File: config.mk
export PLATFORM = sky130hd
export DESIGN_NAME = div_sequencer
export DESIGN_NICKNAME = d
export VERILOG_FILES = /design/src/rtl/div_pkg.sv /design/src/rtl/absolute_value.sv /design/src/rtl/div_step.sv /design/src/rtl/div_sequencer.sv
export SDC_FILE = /design/constraint.sdc
export NUM_CORES = 1
export LEC_CHECK = 0
export BUFFER_PORTS_ARGS = -buffer_cell sky130_fd_sc_hd__clkbuf_2
export CORE_MARGIN = 2
export CORE_UTILIZATION = 54
export DETAILED_ROUTE_END_ITERATION = 16
export PLACE_DENSITY = 0.77
export SYNTH_ARGS = -nofsm -noshare
export SYNTH_HDL_FRONTEND = slang
export SYNTH_SLANG_ARGS = --single-unit
export TNS_END_PERCENT = 1
File: constraint.sdc
create_clock -name clk -period 3.6 [get_ports clk]
set_input_delay 0 -clock clk [delete_from_list [all_inputs] [get_ports clk]]
set_output_delay 0 -clock clk [all_outputs]
set_load 0.005 [all_outputs]
File: src/rtl/div_pkg.sv
// Shared types and constants for the iterative divider.
package div_pkg;

   typedef enum logic [1:0] {
      IDLE = 2'd0,
      CALC = 2'd1,
      FIX  = 2'd2,
      DONE = 2'd3
   } state_t;

   localparam int   DEF_WIDTH = 32;
   localparam logic OP_SIGNED = 1'b0;
   localparam logic OP_MAG    = 1'b1;

endpackage

File: src/rtl/absolute_value.sv
// Two's-complement absolute value; the most negative input maps to itself read as unsigned.
module absolute_value #(
   parameter int WIDTH = 32
) (
   input  logic signed [WIDTH-1:0] i_val,
   output logic        [WIDTH-1:0] o_abs
);

   assign o_abs = i_val[WIDTH-1] ? $unsigned(-i_val) : $unsigned(i_val);

endmodule

File: src/rtl/div_step.sv
// One restoring radix-2 step: shift in the next dividend bit, subtract the divisor if it fits.
module div_step #(
   parameter int WIDTH = 32
) (
   input  logic [WIDTH-1:0] i_rem,
   input  logic             i_dvd_msb,
   input  logic [WIDTH-1:0] i_divisor,
   output logic [WIDTH-1:0] o_rem,
   output logic             o_q
);

   logic [WIDTH:0] w_shift;

   assign w_shift = {i_rem, i_dvd_msb};
   assign o_q     = (w_shift >= {1'b0, i_divisor});
   // When the divisor fits, the difference is below the divisor, so WIDTH bits hold it exactly.
   assign o_rem   = o_q ? (w_shift[WIDTH-1:0] - i_divisor) : w_shift[WIDTH-1:0];

endmodule

File: src/rtl/div_sequencer.sv
// Multi-cycle restoring divider with start/valid/ack handshake; one quotient bit per clock.
module div_sequencer
   import div_pkg::*;
#(
   parameter int WIDTH = DEF_WIDTH,
   parameter int CNT_W = 6
) (
   input  logic             clk,
   input  logic             reset,
   input  logic             start,
   output logic             start_ready,
   input  logic [WIDTH-1:0] rn,
   input  logic [WIDTH-1:0] rm,
   input  logic             op,
   output logic [WIDTH-1:0] y,
   output logic             valid,
   input  logic             ack,
   output logic             busy,
   output logic             div_zero
);

   state_t           r_state;
   logic [WIDTH-1:0] r_rem;
   logic [WIDTH-1:0] r_dvd;
   logic [WIDTH-1:0] r_divisor;
   logic [WIDTH-1:0] r_y;
   logic [CNT_W-1:0] r_cnt;
   logic             r_op;
   logic             r_sign;
   logic             r_valid;
   logic             r_div_zero;

   logic [WIDTH-1:0] w_abs_rn;
   logic [WIDTH-1:0] w_abs_rm;
   logic [WIDTH-1:0] w_rem_nxt;
   logic             w_q;

   absolute_value #(.WIDTH(WIDTH)) u_abs_rn (.i_val(rn), .o_abs(w_abs_rn));
   absolute_value #(.WIDTH(WIDTH)) u_abs_rm (.i_val(rm), .o_abs(w_abs_rm));

   div_step #(.WIDTH(WIDTH)) u_step (
      .i_rem     (r_rem),
      .i_dvd_msb (r_dvd[WIDTH-1]),
      .i_divisor (r_divisor),
      .o_rem     (w_rem_nxt),
      .o_q       (w_q)
   );

   // The dividend register doubles as the quotient: each step shifts a dividend bit out and a quotient bit in.
   always_ff @(posedge clk or posedge reset) begin
      if (reset) begin
         r_state    <= IDLE;
         r_rem      <= '0;
         r_dvd      <= '0;
         r_divisor  <= '0;
         r_y        <= '0;
         r_cnt      <= '0;
         r_op       <= 1'b0;
         r_sign     <= 1'b0;
         r_valid    <= 1'b0;
         r_div_zero <= 1'b0;
      end else begin
         case (r_state)
            IDLE: begin
               if (start) begin
                  r_op      <= op;
                  r_sign    <= (op == OP_SIGNED) ? (rn[WIDTH-1] ^ rm[WIDTH-1]) : 1'b0;
                  r_dvd     <= w_abs_rn;
                  r_divisor <= w_abs_rm;
                  r_rem     <= '0;
                  r_cnt     <= '0;
                  if (rm == '0) begin
                     r_y        <= '0;
                     r_div_zero <= 1'b1;
                     r_valid    <= 1'b1;
                     r_state    <= DONE;
                  end else begin
                     r_state <= CALC;
                  end
               end
            end
            CALC: begin
               r_rem <= w_rem_nxt;
               r_dvd <= {r_dvd[WIDTH-2:0], w_q};
               r_cnt <= r_cnt + 1'b1;
               if (r_cnt == CNT_W'(WIDTH-1)) r_state <= FIX;
            end
            FIX: begin
               r_y     <= (r_op == OP_SIGNED && r_sign) ? -r_dvd : r_dvd;
               r_valid <= 1'b1;
               r_state <= DONE;
            end
            DONE: begin
               if (ack) begin
                  r_valid    <= 1'b0;
                  r_div_zero <= 1'b0;
                  r_state    <= IDLE;
               end
            end
            default: r_state <= IDLE;
         endcase
      end
   end

   assign start_ready = (r_state == IDLE);
   assign busy        = (r_state != IDLE);
   assign y           = r_y;
   assign valid       = r_valid;
   assign div_zero    = r_div_zero;

endmodule

==> metrics.md <==
| Metric | Value |
|---|---|
| VDD IR max | `640 µV` |
| Vias in the first global route | `8146` |
| Final Setup Violations | `0` |
| Post-Synth Adder-Cell Area | `5.52%` |
| Final period util | `95.3%` |
| Synth Register Bits | `140` |
| Num CTS Buffers | `17` |
| Vias per std cell | `5.91` |
| Largest family of logic cells by synthesized area | `compound AO/OA/AOI/OAI gates` |
| Layout Skew | `0.00819 ns` |
| Post-Synth XOR/XNOR Area | `11.0%` |
| Startpoint Class | `register` |
| DR vias | `8901` |
| Leakage Power | `5.20 nW` |
| Comb pwr share | `56.9%` |
| GP Congestion | `0.926` |
| ANT nets after route | `0` |
| Pwr Density | `936 nW/µm²` |
| NetSw | `0.00507 W` |
| Die Wd | `136 µm` |
| Row count | `48` |
| Total grt overflow | `0` |
| PortBufs | `104` |
| Setup CP Type | `reg -> reg` |
| Drt total wl | `25200 µm` |
| Dpl cells | `1405` |
| First-pass GRT wire length | `40700 µm` |
| Ports | `105` |
| Register Area | `3500 µm²` |
| FMAX | `0.291 GHz` |
| Final Max Slew Viols | `0` |
| Fraction of the mapped netlist area in compound gates | `23.3%` |
| HP Class | `in -> reg` |
| Initial Utilization | `54.9%` |
| Worst-margin pin slew | `1.12 ns` |
| Post-synth cell types | `67` |
| Multi-input logic area | `5510 µm²` |
| Internal power | `0.00561 W` |
| Skew-Pair Late Insertion Delay | `0.43 ns` |
| CTS clk-pin slew, worst paths | `0.07 ns` |
| CTS sink cnt | `140` |
| Die height | `136 µm` |
| Sequential Power Share | `26.6%` |
| CP endpoint kind | `register` |
| Sequential fraction of the synthesis area | `37.2%` |
| H-tree depth | `4` |
| Antenna violations before repair | `2` |
| Sw Share | `47.5%` |
| Maximum clock path buffer count | `2` |
| Largest net degree at the start of global routing | `141` |
| Async set-or-reset flop fraction in the synthesized netlist | `100%` |
| DR pass1 iterations | `6` |
| Req. time, crit path | `3.86 ns` |
| Post-synthesis simple-gate area fraction | `16.8%` |
| TritonCTS clock tree | `built` |
| Minimum clock period | `3.43 ns` |
| GRT Resource Usage Total | `27.7%` |
| Fraction of layout cells with a size suffix above 1 | `13.8%` |
| Dpl hpwl | `16900 µm` |
| Area of the core | `17200 µm²` |
| Synth Net Count | `1228` |
| Die area | `18500 µm²` |
| Area growth from synthesis to layout | `21.1%` |
| Synth Cell Area | `9420 µm²` |
| Worst EP arrival | `3.69 ns` |
| Warnings from Yosys | `0` |
| Post-synth EDFFs | `0` |
| Outcome | `finished clean` |
| DRC | `0` |
| Initial drt markers | `787` |
| Postcts setup bufs | `0` |
| Unrepaired setup endpoints after global routing | `false` |
| Fin cells | `1505` |
| Avg Cell Area, Syn | `8.43 µm²` |
| Final Hold Viols | `0` |
| Max-Cap Viols | `0` |
| Total Negative Setup Slacks | `0 ns` |
| Hold slack | `0.0545 ns` |
| Drt wl/cell | `16.7 µm` |
| Clk root buf | `clkbuf_16` |
| Filler cells | `1374` |
| Synthesized instance count | `1118` |
| Final Net Count | `1375` |
| Critical Path Fanout Max | `28` |
| Ys flop type | `dfrtp_1` |
| Mux cell area share after synthesis | `1.49%` |
| Slew Limit Headroom | `25.4%` |
| Clock power frac | `16.5%` |
-- worst max-delay path, stage by stage (launching register included) --
cell and delay (ns):
dfrtp_1 0.40, ha_1 0.41, a21o_1 0.23, a221oi_1 0.28, o21ai_0 0.11, or4_1 0.46
or3_1 0.43, o21ai_4 0.16, buf_4 0.32, nand2b_1 0.30, o221ai_1 0.16
-- layout by cell type (no fill, tap or decap), drive strengths merged, types with 27 or more instances in the layout --
cell type	n
nand2	170
o21ai	160
dfrtp	140
clkbuf	121
xor2	78
dlygate4sd3	66
a21oi	61
inv	59
nor2	49
xnor2	40
ha	40
o31ai	28
a22oi	27
-- cell families (layout without fill, tap and decap cells) --
| logic type | count (synthesis) | count (layout) |
|---|---|---|
| AO/OA/AOI/OAI | 361 | 361 |
| AND/OR/NAND/NOR | 334 | 334 |
| flip-flops | 140 | 140 |
| XOR/XNOR | 118 | 118 |
| buffers and inverters | 110 | 270 |
| adder cells (fa/ha/maj) | 41 | 41 |
| multiplexers | 14 | 14 |
| other | 0 | 2 |
-- per-layer routing --
layer	vias up	track usage, %	part of all wire [%]
met5	-	0	0
met4	0	9.26	2.3
met3	59	4.88	7.2
met2	402	40.0	43
met1	4161	41.8	47
li1	4279	-	-
-- worst paths after layout --
path / end / start / slack [ns] / cells past startpoint
max in group asynchronous: r_divisor[14] / reset / 2.67 / 4
min: r_dvd[3] / rn[1] / 0.05 / 4
min reg2reg: y[20] / y[20] / 0.48 / 2
max reg2reg: r_dvd[0] / r_rem[25] / 0.17 / 10
min in group asynchronous: r_rem[18] / reset / 0.24 / 4
max: r_dvd[0] / r_rem[25] / 0.17 / 10
-- power by group through the flow --
| stage | logic (W) | registers, W | clock network [W] |
|---|---|---|---|
| after floorplan | 0.00446 | 0.00269 | 0 |
| after detailed placement | 0.00588 | 0.00284 | 0 |
| after global placement | 0.00577 | 0.00281 | 0 |
| after global routing | 0.00677 | 0.00292 | 0.00185 |
| final | 0.00608 | 0.00284 | 0.00176 |
| after CTS | 0.00598 | 0.00282 | 0.00178 |
-- cell usage after synthesis, types with 2 or more instances --
cell / number / area [µm²]
a2111oi_0: 3 / 26.3
a211oi_1: 9 / 67.6
a21o_1: 18 / 135
a21oi_1: 61 / 305
a221oi_1: 2 / 17.5
a22oi_1: 27 / 203
a311oi_1: 3 / 26.3
a31oi_1: 6 / 37.5
a32oi_1: 9 / 78.8
and2_1: 5 / 31.3
and3_1: 5 / 31.3
buf_1: 2 / 7.51
buf_2: 6 / 30.0
clkbuf_1: 47 / 176
dfrtp_1: 140 / 3500
ha_1: 40 / 500
inv_1: 52 / 195
mux2i_1: 14 / 140
nand2_1: 170 / 638
nand2b_1: 12 / 75.1
nand3_1: 15 / 75.1
nand3b_1: 2 / 15.0
nand4_1: 5 / 31.3
nor2_1: 49 / 184
nor2b_1: 9 / 56.3
nor3_1: 12 / 60.1
nor3_2: 2 / 20.0
nor4_1: 9 / 56.3
o21a_1: 2 / 15.0
o21ai_0: 157 / 786
o21ai_1: 2 / 10.0
o21bai_1: 8 / 60.1
o22ai_1: 6 / 37.5
o31ai_1: 27 / 203
o41ai_1: 11 / 96.3
or2_2: 5 / 31.3
or3_1: 7 / 43.8
or4_1: 13 / 97.6
or4_4: 2 / 22.5
xnor2_1: 40 / 350
xor2_1: 78 / 683
-- layout make-up --
| cell class | instances | area share (%) |
|---|---|---|
| diodes | 2 | 0.0439 |
| well taps | 225 | 2.47 |
| inverters | 52 | 1.74 |
| clock buffers | 17 | 3.73 |
| multi-input cells | 868 | 48.3 |
| clock inverters | 15 | 1.49 |
| flip-flops and latches | 140 | 30.7 |
| repair buffers | 186 | 11.5 |
-- registers in the layout, indices dropped and copies added (netlist names) --
name       cells
r_divisor     32
r_dvd         32
r_rem         32
y             32
r_cnt          6
r_state        2
div_zero       1
r_op           1
r_sign         1
valid          1
-- what timing repair did --
action | CTS | global route
gates resized for setup | 0 | 2
setup endpoints to repair | 0 | 19
endpoints found under the hold margin | 204 | 0
hold buffers | 66 | 0
-- per-stage QoR --
step	instance area, µm²	utilization, %	total power [W]	setup slack, ns
5_1_grt	11400	66.4	0.0115	0.0593
3_3_place_gp	10100	59.0	0.00858	0.315
6_report	11400	66.4	0.0107	0.169
2_1_floorplan	9430	-	0.00715	0.614
4_1_cts	11400	66.4	0.0106	0.223
3_5_place_dp	10100	59.0	0.00872	0.253
Power figures use the tool's default switching activity.
